==> config.mk <==
export PLATFORM = sky130hd
export DESIGN_NAME = alu_exec_seq
export DESIGN_NICKNAME = d
export VERILOG_FILES = /design/src/rtl/alu_exec_seq.sv
export SDC_FILE = /design/constraint.sdc
export NUM_CORES = 1
export LEC_CHECK = 0
export ABC_AREA = 1
export ABC_CLOCK_PERIOD_IN_PS = 1300
export BUFFER_PORTS_ARGS = -buffer_cell sky130_fd_sc_hd__buf_4
export CAP_MARGIN = 10
export CORE_UTILIZATION = 31
export CTS_BUF_LIST = sky130_fd_sc_hd__clkbuf_16
export DETAILED_ROUTE_END_ITERATION = 10
export MAX_ROUTING_LAYER = met4
export PLACE_DENSITY = 0.7
export SETUP_SLACK_MARGIN = 0.02
export SLEW_MARGIN = 40
export SYNTH_ARGS = -nofsm -noshare
export SYNTH_HDL_FRONTEND = slang
export SYNTH_SLANG_ARGS = --single-unit
==> constraint.sdc <==
create_clock -name clk -period 1.3 [get_ports clk]
set_input_delay 0.065 -clock clk [delete_from_list [all_inputs] [get_ports clk]]
set_output_delay 0.065 -clock clk [all_outputs]
set_load 0.03 [all_outputs]
==> src/rtl/alu_exec_seq.sv <==
// alu_exec_seq: serialised execute-stage sequencer in front of the 16-bit ALU.
// Reads operands, drives the ALU, writes the result back and keeps the PSR.
module alu_exec_seq #(
    parameter int WIDTH   = 16,
    parameter int REGBITS = 4
) (
    input  logic               clk,
    input  logic               reset_n,
    input  logic               op_valid,
    output logic               op_ready,
    input  logic [4:0]         op_code,
    input  logic [REGBITS-1:0] op_rdest,
    input  logic [REGBITS-1:0] op_rsrc,
    input  logic               op_imm_sel,
    input  logic [WIDTH-1:0]   op_imm,
    input  logic               op_wb_en,
    input  logic               op_setflags,
    output logic               op_done,
    output logic               op_illegal,
    output logic [REGBITS-1:0] rf_raddr_a,
    output logic [REGBITS-1:0] rf_raddr_b,
    input  logic [WIDTH-1:0]   rf_rdata_a,
    input  logic [WIDTH-1:0]   rf_rdata_b,
    output logic               rf_we,
    output logic [REGBITS-1:0] rf_waddr,
    output logic [WIDTH-1:0]   rf_wdata,
    output logic [WIDTH-1:0]   alu_reg1,
    output logic [WIDTH-1:0]   alu_reg2,
    output logic [4:0]         alu_inst,
    input  logic [WIDTH-1:0]   alu_result,
    input  logic [WIDTH-1:0]   alu_flags,
    output logic [4:0]         psr
);

    typedef enum logic [1:0] {IDLE, READ, EXEC, WB} state_t;

    state_t state;
    state_t state_nx;

    logic [4:0]         code_q;
    logic [REGBITS-1:0] rdest_q;
    logic [REGBITS-1:0] rsrc_q;
    logic               imm_sel_q;
    logic [WIDTH-1:0]   imm_q;
    logic               wb_en_q;
    logic               setflags_q;

    logic [WIDTH-1:0]   res_q;
    logic [4:0]         flg_q;
    logic [4:0]         psr_q;
    logic               illegal_q;
    logic [REGBITS-1:0] raddr_a_q;
    logic [REGBITS-1:0] raddr_b_q;
    logic [WIDTH-1:0]   reg1_q;
    logic [WIDTH-1:0]   reg2_q;
    logic [4:0]         inst_q;

    logic               xfer;
    logic               bad_op;
    logic               in_exec;
    logic [WIDTH-1:0]   opnd2;
    logic               unused_flags;

    assign xfer    = op_valid && (state == IDLE);
    assign bad_op  = op_code[2:0] > 3'b011;
    assign in_exec = (state == EXEC);
    assign opnd2   = imm_sel_q ? imm_q : rf_rdata_b;

    // ALU inputs follow the operands in EXEC and hold their value otherwise
    assign alu_reg1 = in_exec ? rf_rdata_a : reg1_q;
    assign alu_reg2 = in_exec ? opnd2 : reg2_q;
    assign alu_inst = in_exec ? code_q : inst_q;

    assign rf_raddr_a   = raddr_a_q;
    assign rf_raddr_b   = raddr_b_q;
    assign rf_waddr     = rdest_q;
    assign rf_wdata     = res_q;
    assign op_illegal   = illegal_q;
    assign psr          = psr_q;
    assign unused_flags = ^alu_flags[WIDTH-1:5];

    // State register
    always_ff @(posedge clk or negedge reset_n) begin
        if (!reset_n) begin
            state <= IDLE;
        end else begin
            state <= state_nx;
        end
    end

    // Next state and per-state strobes
    always_comb begin
        state_nx = state;
        op_ready = 1'b0;
        op_done  = 1'b0;
        rf_we    = 1'b0;
        unique case (state)
            IDLE: begin
                op_ready = 1'b1;
                if (op_valid && !bad_op) begin
                    state_nx = READ;
                end
            end
            READ: state_nx = EXEC;
            EXEC: state_nx = WB;
            WB: begin
                op_done  = 1'b1;
                rf_we    = wb_en_q;
                state_nx = IDLE;
            end
            default: state_nx = IDLE;
        endcase
    end

    // Latch the operation on transfer; illegal ops pulse and are dropped
    always_ff @(posedge clk or negedge reset_n) begin
        if (!reset_n) begin
            code_q     <= '0;
            rdest_q    <= '0;
            rsrc_q     <= '0;
            imm_sel_q  <= 1'b0;
            imm_q      <= '0;
            wb_en_q    <= 1'b0;
            setflags_q <= 1'b0;
            illegal_q  <= 1'b0;
            raddr_a_q  <= '0;
            raddr_b_q  <= '0;
        end else begin
            illegal_q <= xfer && bad_op;
            if (xfer) begin
                code_q     <= op_code;
                rdest_q    <= op_rdest;
                rsrc_q     <= op_rsrc;
                imm_sel_q  <= op_imm_sel;
                imm_q      <= op_imm;
                wb_en_q    <= op_wb_en;
                setflags_q <= op_setflags;
            end
            if (xfer && !bad_op) begin
                raddr_a_q <= op_rdest;
                raddr_b_q <= op_rsrc;
            end
        end
    end

    // Capture ALU outputs and operands at the end of EXEC
    always_ff @(posedge clk or negedge reset_n) begin
        if (!reset_n) begin
            res_q  <= '0;
            flg_q  <= '0;
            reg1_q <= '0;
            reg2_q <= '0;
            inst_q <= '0;
        end else if (in_exec) begin
            res_q  <= alu_result;
            flg_q  <= alu_flags[4:0];
            reg1_q <= rf_rdata_a;
            reg2_q <= opnd2;
            inst_q <= code_q;
        end
    end

    // PSR takes all five captured flags when the op asks for it
    always_ff @(posedge clk or negedge reset_n) begin
        if (!reset_n) begin
            psr_q <= '0;
        end else if (state == WB && setflags_q) begin
            psr_q <= flg_q;
        end
    end

endmodule

## Yosys cells after proc, flatten, opt, wreduce, memory -nomap -nowiden

Cells that the tools add are included.

| word-level totals | value |
|---|---|
| flip-flop bits (word level) | 102 |
| input bits | 99 |
| output and inout port bits | 74 |

| cells by class | value |
|---|---|
| $lt $le $gt $ge | 1 |
| equality and inequality tests | 4 |
| mux-type cells | 9 |
| reduce and logical (&&, ||, !) cells | 7 |

Operators with widths:

| kind | number |
|---|---|
| $mux 16 | 3 |
| $pmux 2 s4 | 1 |
| $logic_and 1x1->1 | 5 |
| $mux 5 | 1 |
| $eq 2x2->1 const B | 2 |
| $gt 3x2->1 const B | 1 |
| $mux 1 | 3 |
| $eq 2x1->1 const B | 1 |
| $logic_not 2->1 | 1 |
| $mux 2 | 1 |
| $ne 2x1->1 const B | 1 |
| $logic_not 1->1 | 1 |

## Depth between registers and ports, before layout

Gate-level depths: netlist (run 1).

| logic depth | value |
|---|---|
| depth after elaboration | 5 |
| gate-level depth with buffers | 7 |
| gate-level depth less buffers | 6 |

## Worst setup path after synthesis (run 1)

No wires, ideal clock.

| path | value |
|---|---|
| kind | reg2reg |
| from | register state[0] |
| to | register inst_q[2] |
| library setup time | 0.207 ns |
| arrival | 1.577 ns |
| slack | -0.483 ns |
| cell stages (with the launch flop) | 6 |
| cells stage by stage | dfrtp_1 inv_1 ha_1 buf_2 inv_2 o21ai_0 |

| between the ends | value |
|---|---|
| longest elaborated chain between the ends | 2 |

Ends and longest elaborated chain:

| item | line | source |
|---|---|---|
| start: declaration | 37 | `state_t state;` |
| start signal: assignment | 87 | `state <= state_nx;` |
| $eq 2x2->1 | 66 | `assign in_exec = (state == EXEC);` |
| $mux 5 | n/a |  |
| net alu_inst[2] | 29 | `output logic [4:0] alu_inst,` |
| end signal: assignment | 159 | `inst_q <= code_q;` |
| end: declaration | 56 | `logic [4:0] inst_q;` |

The timed path passes the listed nets, and every way through them passes these cells.
A chain may end at the register's enable or synchronous reset.

## Worst setup path after layout (run 1)

| path | value |
|---|---|
| from | register state[0] |
| to | output port alu_reg2[15] |

| between the ends | value |
|---|---|
| longest elaborated chain between the ends | 2 |

Ends and longest elaborated chain:

| item | line | source |
|---|---|---|
| $eq 2x2->1 | 66 |  |
| $mux 16 | n/a |  |
| end: declaration | 28 | `output logic [WIDTH-1:0] alu_reg2,` |

No other way between the ends.

==> impl_summary.txt, run 1 <==
----------------------------------------------------
[Run status]
  Status ... finished with violations
  Violations in the final reports ... setup timing

[Setup path]
  Logic depth of the worst register-to-register path ... 9
  Launch point of the worst reg-to-reg path ... state[1]
  Maximum fanout along the worst path ... 4
  Worst setup path class ... flip-flop to output port
  Critical Path RT ... 1.24 ns
  Kind of capture point of the worst setup path ... output port
  Biggest cell delay along the critical path ... 0.39 ns
  Slowest cell on crit path ... dfrtp_1
  Worst Path Arrival ... 1.61 ns
  Category of the worst setup path launch point ... flip-flop
  Cell-by-cell listing of the critical path ... inv_2 -> ha_4 -> buf_12 -> clkbuf_16 -> nand3_4 -> nand2_4 -> buf_6
  Crit. Startpoint ... state[0]

[CTS]
  Post-CTS clock slew at the launch and capture registers of the worst setup and hold paths ... 0.07 ns
  CTS H-tree depth ... 3
  Clock latency at the later pin of the worst-skew pair ... 0.34 ns
  Clk root buf ... clkbuf_16
  TritonCTS clock tree ... built
  Count of clock tree sinks ... 102
  Bufs on Longest Clock Path ... 2
  CTS Buf Count ... 9

[Route]
  Vias after detailed routing ... 4,322
  DR DRC count ... 0
  First-iteration detailed-routing DRC count ... 188
  Final ANT Viol Nets ... 0
  Avg WL per Cell ... 16.1 um
  Met1 layer wirelength in the final routing ... 6120 um
  Amount of wire on met3 after detailed routing ... 574 um
  Total length of routed wires ... 15,300 um
  Highest metal layer used by the detailed router ... met4
  Detail Route met2 WL ... 8210 um
  DR pass1 iterations ... 4
  Number of vias per cell ... 4.56

[Floorplanning]
  Row Count ... 42
  Core region area ... 0.0133 mm^2
  DIE AREA ... 0.0141 mm^2
  I/O pins ... 173
  Initial standard-cell utilization of the core ... 0.318
  Die H ... 119 um
  Floorplan die width ... 119 um

[Timing]
  Fraction of the cycle the final worst path needs ... 1.29
  Unrepaired setup endpoints after global routing ... yes
  Transition time at the pin with the least slew margin ... 0.340 ns
  Max-slew violation count ... 0
  Setup Viol. Count Final ... 102
  Fmax ... 598 MHz
  Clock tree skew after final layout ... 0.00662 ns
  Slew Limit Headroom ... 0.773
  Minimum clock period ... 1.67 ns
  Final count of hold timing violations ... 0
  Crit path setup slack, layout ... -0.372 ns
  Setup TNS after final layout ... -21.32 ns

[Placed design]
  Instance area after placement ... 0.00615 mm^2
  Detailed placer's ending HPWL ... 7550 um
  Placed Cells ... 824
  Number of input and output port buffers inserted ... 161
  Gpl congestion ... 0.796

[Layout]
  Leading cell type in the layout, fill and taps excluded ... nand2_1
  Layout net count ... 870
  Post-Route Utilization ... 0.635
  Final antenna diode count ... 0
  Final cell count without fillers ... 948
  Commonest non-fill, non-tap cells in the layout ... nand2_1 (149), buf_4 (139), dfrtp_1 (102), dlygate4sd3_1 (66), buf_6 (58)
  Area of all placed cells without fillers ... 0.00844 mm^2
  Share of final-layout standard cells stronger than drive strength 1 ... 0.500
  Layout-stage area growth over the synthesis result ... 99.6%

[GRT]
  Number of antenna violations at the first check in global routing ... 0
  Final global-route overflow total ... 0
  Global-route wire length before repair ... 22,300 um
  Global-route usage over all layers ... 0.209
  Number of global-route vias before repair ... 4,542
  Maximum number of pins on one net before global-route repair ... 62

[Synthesis]
  Unique cell type count in the Yosys netlist ... 15
  Post-synthesis cell area ... 0.00423 mm^2
  Post-Synthesis Net Count ... 589
  Proportion of synthesized chip area in sequential cells ... 0.604
  Flip-flop and latch count after synthesis ... 102
  Mean Syn Cell Area ... 8.70 um^2
  YS warnings ... 0
  Gate Count Post-Synth ... 486

[Power and ir drop]
  Cell Pwr Density ... 2800 mW/mm^2
  Reported leakage power ... 4.28 nW
  IR drop worst, VDD ... 0.00150 V

[Worst hold path]
  Worst min-delay path class ... primary input to flip-flop
  Number of instances on the worst hold path ... 4
  Hold Startpoint ... rf_rdata_a[12]

[Flow run]
  Number of max-cap violations ... 0

----------------------------------------------------
==> through the flow <==
step / worst slack (ns) / total power [W] / hold slack, ns
global placement: -0.102 / 0.0162 / 0.0705
global route: -0.443 / 0.0248 / 0.0220
floorplan: 0.00139 / 0.0126 / -0.231
finish: -0.372 / 0.0236 / 0.0267
detailed placement: -0.119 / 0.0165 / 0.0718
CTS: -0.399 / 0.0220 / 0.0174
==> power by group <==
part           total (W)  internal (W)  switching [W]
Clock            0.00242       0.00127        0.00116
Sequential       0.00543       0.00472       0.000715
Combinational     0.0158       0.00714        0.00862
Total             0.0236        0.0131         0.0105
==> registers in the layout, summed over array words and instances (netlist names) <==
name / count
imm_q: 16
reg1_q: 16
reg2_q: 16
rf_wdata: 16
code_q: 5
flg_q: 5
inst_q: 5
psr: 5
rf_raddr_a: 4
rf_raddr_b: 4
rf_waddr: 4
state: 2
imm_sel_q: 1
op_illegal: 1
setflags_q: 1
wb_en_q: 1
==> layer usage <==
| layer | vias to the layer above | track usage |
|---|---|---|
| met5 | - | - |
| met4 | 0 | 0.0775 |
| met1 | 2117 | 0.240 |
| met2 | 130 | 0.367 |
| li1 | 2041 | - |
| met3 | 34 | 0.0328 |
==> area by class of cell <==
type | count | area [um^2]
Sequential cell | 102 | 2550
Multi-Input combinational cell | 319 | 2210
Clock inverter | 7 | 32.5
Clock buffer | 9 | 225
Fill cell | 997 | 4860
Tap cell | 176 | 220
Timing Repair Buffer | 291 | 3020
Inverter | 44 | 175
==> synthesized netlist by cell type, drive strengths merged <==
library cell,number,area share
nand2,236,0.21
dfrtp,102,0.60
inv,44,0.039
nand3,29,0.034
nor2,19,0.021
a21oi,18,0.037
buf,15,0.022
o21ai,11,0.013
clkbuf,7,0.0062
ha,4,0.012
or2,1,0.0015
==> cell families (layout without fill, tap and decap cells) <==
family                     Yosys count  in the layout  share of synthesized area
AOI/OAI and AO/OA                   29             29                     0.0503
and+or+nand+nor                    285            286                      0.267
buffers and inverters               66            351                     0.0675
DFF                                102            102                      0.604
adders and majority gates            4              4                     0.0118
==> path summary, 6_finish.rpt <==
kind / end / slack (ns)
setup / recovery: alu_reg2[15] / -0.37
hold / removal: reg1_q[12] / 0.03
setup reg to reg: imm_q[12] / -0.27
hold reg to reg: rf_wdata[7] / 0.47
max in group asynchronous: flg_q[4] / 0.71
min in group asynchronous: reg2_q[4] / 0.25
==> critical path: cells and delay by family (launching register included) <==
| family | cells | cell delay, ns |
|---|---|---|
| DFF | 1 | 0.39 |
| buffers and inverters | 4 | 0.52 |
| adders and majority gates | 1 | 0.19 |
| and+or+nand+nor | 2 | 0.15 |
==> repair_timing <==
item / in CTS / in global routing
hold endpoints to repair: 171 / 0
endpoints found under the setup margin: 88 / 113
buffers inserted: 18 / 13
pin swaps: 12 / 34
gates resized for setup: 119 / 72
gates cloned: 11 / 5
hold buffers: 66 / 0
(Power assumes the default switching activity.)
==> run 2, diff against run 1 <==
Settings changed: ABC_CLOCK_PERIOD_IN_PS 1300 to 2000, PLACE_DENSITY 0.7 to 0.68.
Clock period 1.3 ns to 2 ns, I/O delays scaled along.
==> run 2 against run 1 <==
Compared with the run above: the run now ends clean; utilization fell by 14 points; sequential share of layout area rose by 8.3 points; worst hold slack got worse by 0.013 ns; clock power fell by 24%; flip-flop and latch count unchanged; clock skew increased by 0.0017 ns; routed wire length is 27% lower; non-clock buffer count down 55; total power down 51%; combinational power decreased by 61%; via count is 10% lower; largest cell class is now flip-flops and latches; largest power group unchanged.
==> impl_summary.txt, run 2 (synthesis gave the netlist of run 1 again) <==
----------------------------------------------------
[Setup path]
  Crit. Startpoint ... state[0]
  Category of the worst setup path launch point ... flip-flop
  Worst Path Arrival ... 1.76 ns
  Logic depth of the worst register-to-register path ... 6
  Maximum fanout along the worst path ... 36
  Worst setup path class ... flip-flop to output port
  Launch point of the worst reg-to-reg path ... state[1]
  Kind of capture point of the worst setup path ... output port
  Critical Path RT ... 1.90 ns

[Run status]
  Status ... completed

[Route]
  Vias after detailed routing ... 3,887
  Total length of routed wires ... 11,200 um
  Final ANT Viol Nets ... 0
  First-iteration detailed-routing DRC count ... 138
  Number of vias per cell ... 4.36
  DR DRC count ... 0
  Avg WL per Cell ... 12.6 um
  DR pass1 iterations ... 4

[Timing]
  Fmax ... 537 MHz
  Transition time at the pin with the least slew margin ... 0.416 ns
  Clock tree skew after final layout ... 0.00835 ns
  Fraction of the cycle the final worst path needs ... 0.931
  Setup Viol. Count Final ... 0
  Setup TNS after final layout ... 0 ns
  Unrepaired setup endpoints after global routing ... yes
  Final count of hold timing violations ... 0
  Slew Limit Headroom ... 0.722
  Max-slew violation count ... 0
  Minimum clock period ... 1.86 ns
  Crit path setup slack, layout ... 0.138 ns

[Power and ir drop]
  Reported leakage power ... 3.59 nW
  IR drop worst, VDD ... 0.000996 V
  Cell Pwr Density ... 1740 mW/mm^2

[Worst hold path]
  Hold Startpoint ... op_imm[7]
  Number of instances on the worst hold path ... 3
  Worst min-delay path class ... primary input to flip-flop

[CTS]
  TritonCTS clock tree ... built
  CTS Buf Count ... 9
  Bufs on Longest Clock Path ... 2
  CTS H-tree depth ... 3
  Post-CTS clock slew at the launch and capture registers of the worst setup and hold paths ... 0.07 ns
  Clock latency at the later pin of the worst-skew pair ... 0.34 ns
  Count of clock tree sinks ... 102
  Clk root buf ... clkbuf_16

[Floorplanning]
  Die H ... 119 um
  Initial standard-cell utilization of the core ... 0.318
  Row Count ... 42
  DIE AREA ... 0.0141 mm^2
  I/O pins ... 173
  Core region area ... 0.0133 mm^2
  Floorplan die width ... 119 um

[GRT]
  Number of antenna violations at the first check in global routing ... 0
  Global-route wire length before repair ... 18,700 um
  Global-route layer with the greatest usage ... met2
  Grt met3 use ... 0.0299
  Number of global-route vias before repair ... 3,888
  Met2 usage in global routing ... 0.284
  Fraction of met1 tracks used by global routing ... 0.215
  Global-route usage over all layers ... 0.173
  Final global-route overflow total ... 0
  Maximum number of pins on one net before global-route repair ... 42

[Layout]
  Area of combinational cells with multiple inputs ... 0.00140 mm^2
  Commonest non-fill, non-tap cells in the layout ... nand2_1 (235), buf_4 (166), dfrtp_1 (102), dlygate4sd3_1 (65), inv_1 (42)
  Share of final-layout standard cells stronger than drive strength 1 ... 0.294
  Layout net count ... 814
  Layout-stage area growth over the synthesis result ... 56.7%
  Leading cell type in the layout, fill and taps excluded ... nand2_1
  Final antenna diode count ... 0
  Area of all placed cells without fillers ... 0.00663 mm^2
  Filler cell count in the final layout ... 1,219
  Sequential cell area ... 0.00255 mm^2

[Placed design]
  Detailed placer's ending HPWL ... 7380 um
  Worst-case setup slack after placement ... 0.457 ns
  Number of input and output port buffers inserted ... 161
  Gpl congestion ... 0.758
  Instance area after placement ... 0.00565 mm^2

[Flow run]
  Number of max-cap violations ... 0

----------------------------------------------------
==> run 2: cell count changes in the layout (fill, tap and decap cells not counted), sizes merged, moves of 2 or more <==
| cell | before | now |
|---|---|---|
| clkinv | 5 | 2 |
| buf | 218 | 171 |
| bufinv | 0 | 2 |
| bufbuf | 2 | 0 |
| clkbuf | 14 | 9 |
==> run 2: final timing paths <==
check,end,slack [ns]
max,alu_reg1[10],0.14
min reg2reg,reg1_q[8],0.47
min in group asynchronous,rf_wdata[15],0.24
max reg2reg,rf_raddr_b[0],0.48
max in group asynchronous,code_q[4],1.03
min,imm_q[7],0.01
==> run 2: cell type report <==
cell class / instances / share of cell area
multi-input combinational: 318 / 0.211
inverter: 44 / 0.0249
sequential: 102 / 0.385
clock inverter: 6 / 0.0132
timing repair buffer: 236 / 0.299
clock buffer: 9 / 0.0340
tap: 176 / 0.0332
==> run 2: where the power goes <==
group	internal, W	switching (W)	total, W
registers	0.00306	0.000383	0.00345
clock network	0.00109	0.000739	0.00183
logic	0.00219	0.00405	0.00624
==> run 2: worst max-delay path, stage by stage (launching register included) <==
cell	delay, ns
dfrtp_1	0.37
inv_1	0.09
ha_2	0.22
inv_2	0.17
buf_12	0.22
nand2_1	0.07
nand2_1	0.09
buf_4	0.17
==> run 2: per-stage QoR <==
stage | hold WS (ns) | total power (W) | utilization | instances
global route | 0.0169 | 0.0123 | 0.498 | 891
global placement | 0.0618 | 0.00949 | 0.425 | 811
floorplan | -0.196 | 0.00735 | - | 486
finish | 0.0138 | 0.0115 | 0.498 | 891
detailed placement | 0.0624 | 0.00963 | 0.425 | 811
CTS | 0.000928 | 0.0116 | 0.498 | 891
==> run 2: timing repair <==
item,in CTS,in global routing
resized for setup,0,2
setup endpoints to repair,0,24
hold buffers,65,0
setup buffers,0,0
hold endpoints to repair,99,0
==> run 2: routing by layer <==
layer | wire (um) | up-vias | share of wire
li1 | - | 1921 | -
met1 | 4960 | 1817 | 0.44
met2 | 5560 | 135 | 0.50
met3 | 533 | 14 | 0.047
met4 | 178 | 0 | 0.016
met5 | 0 | - | 0
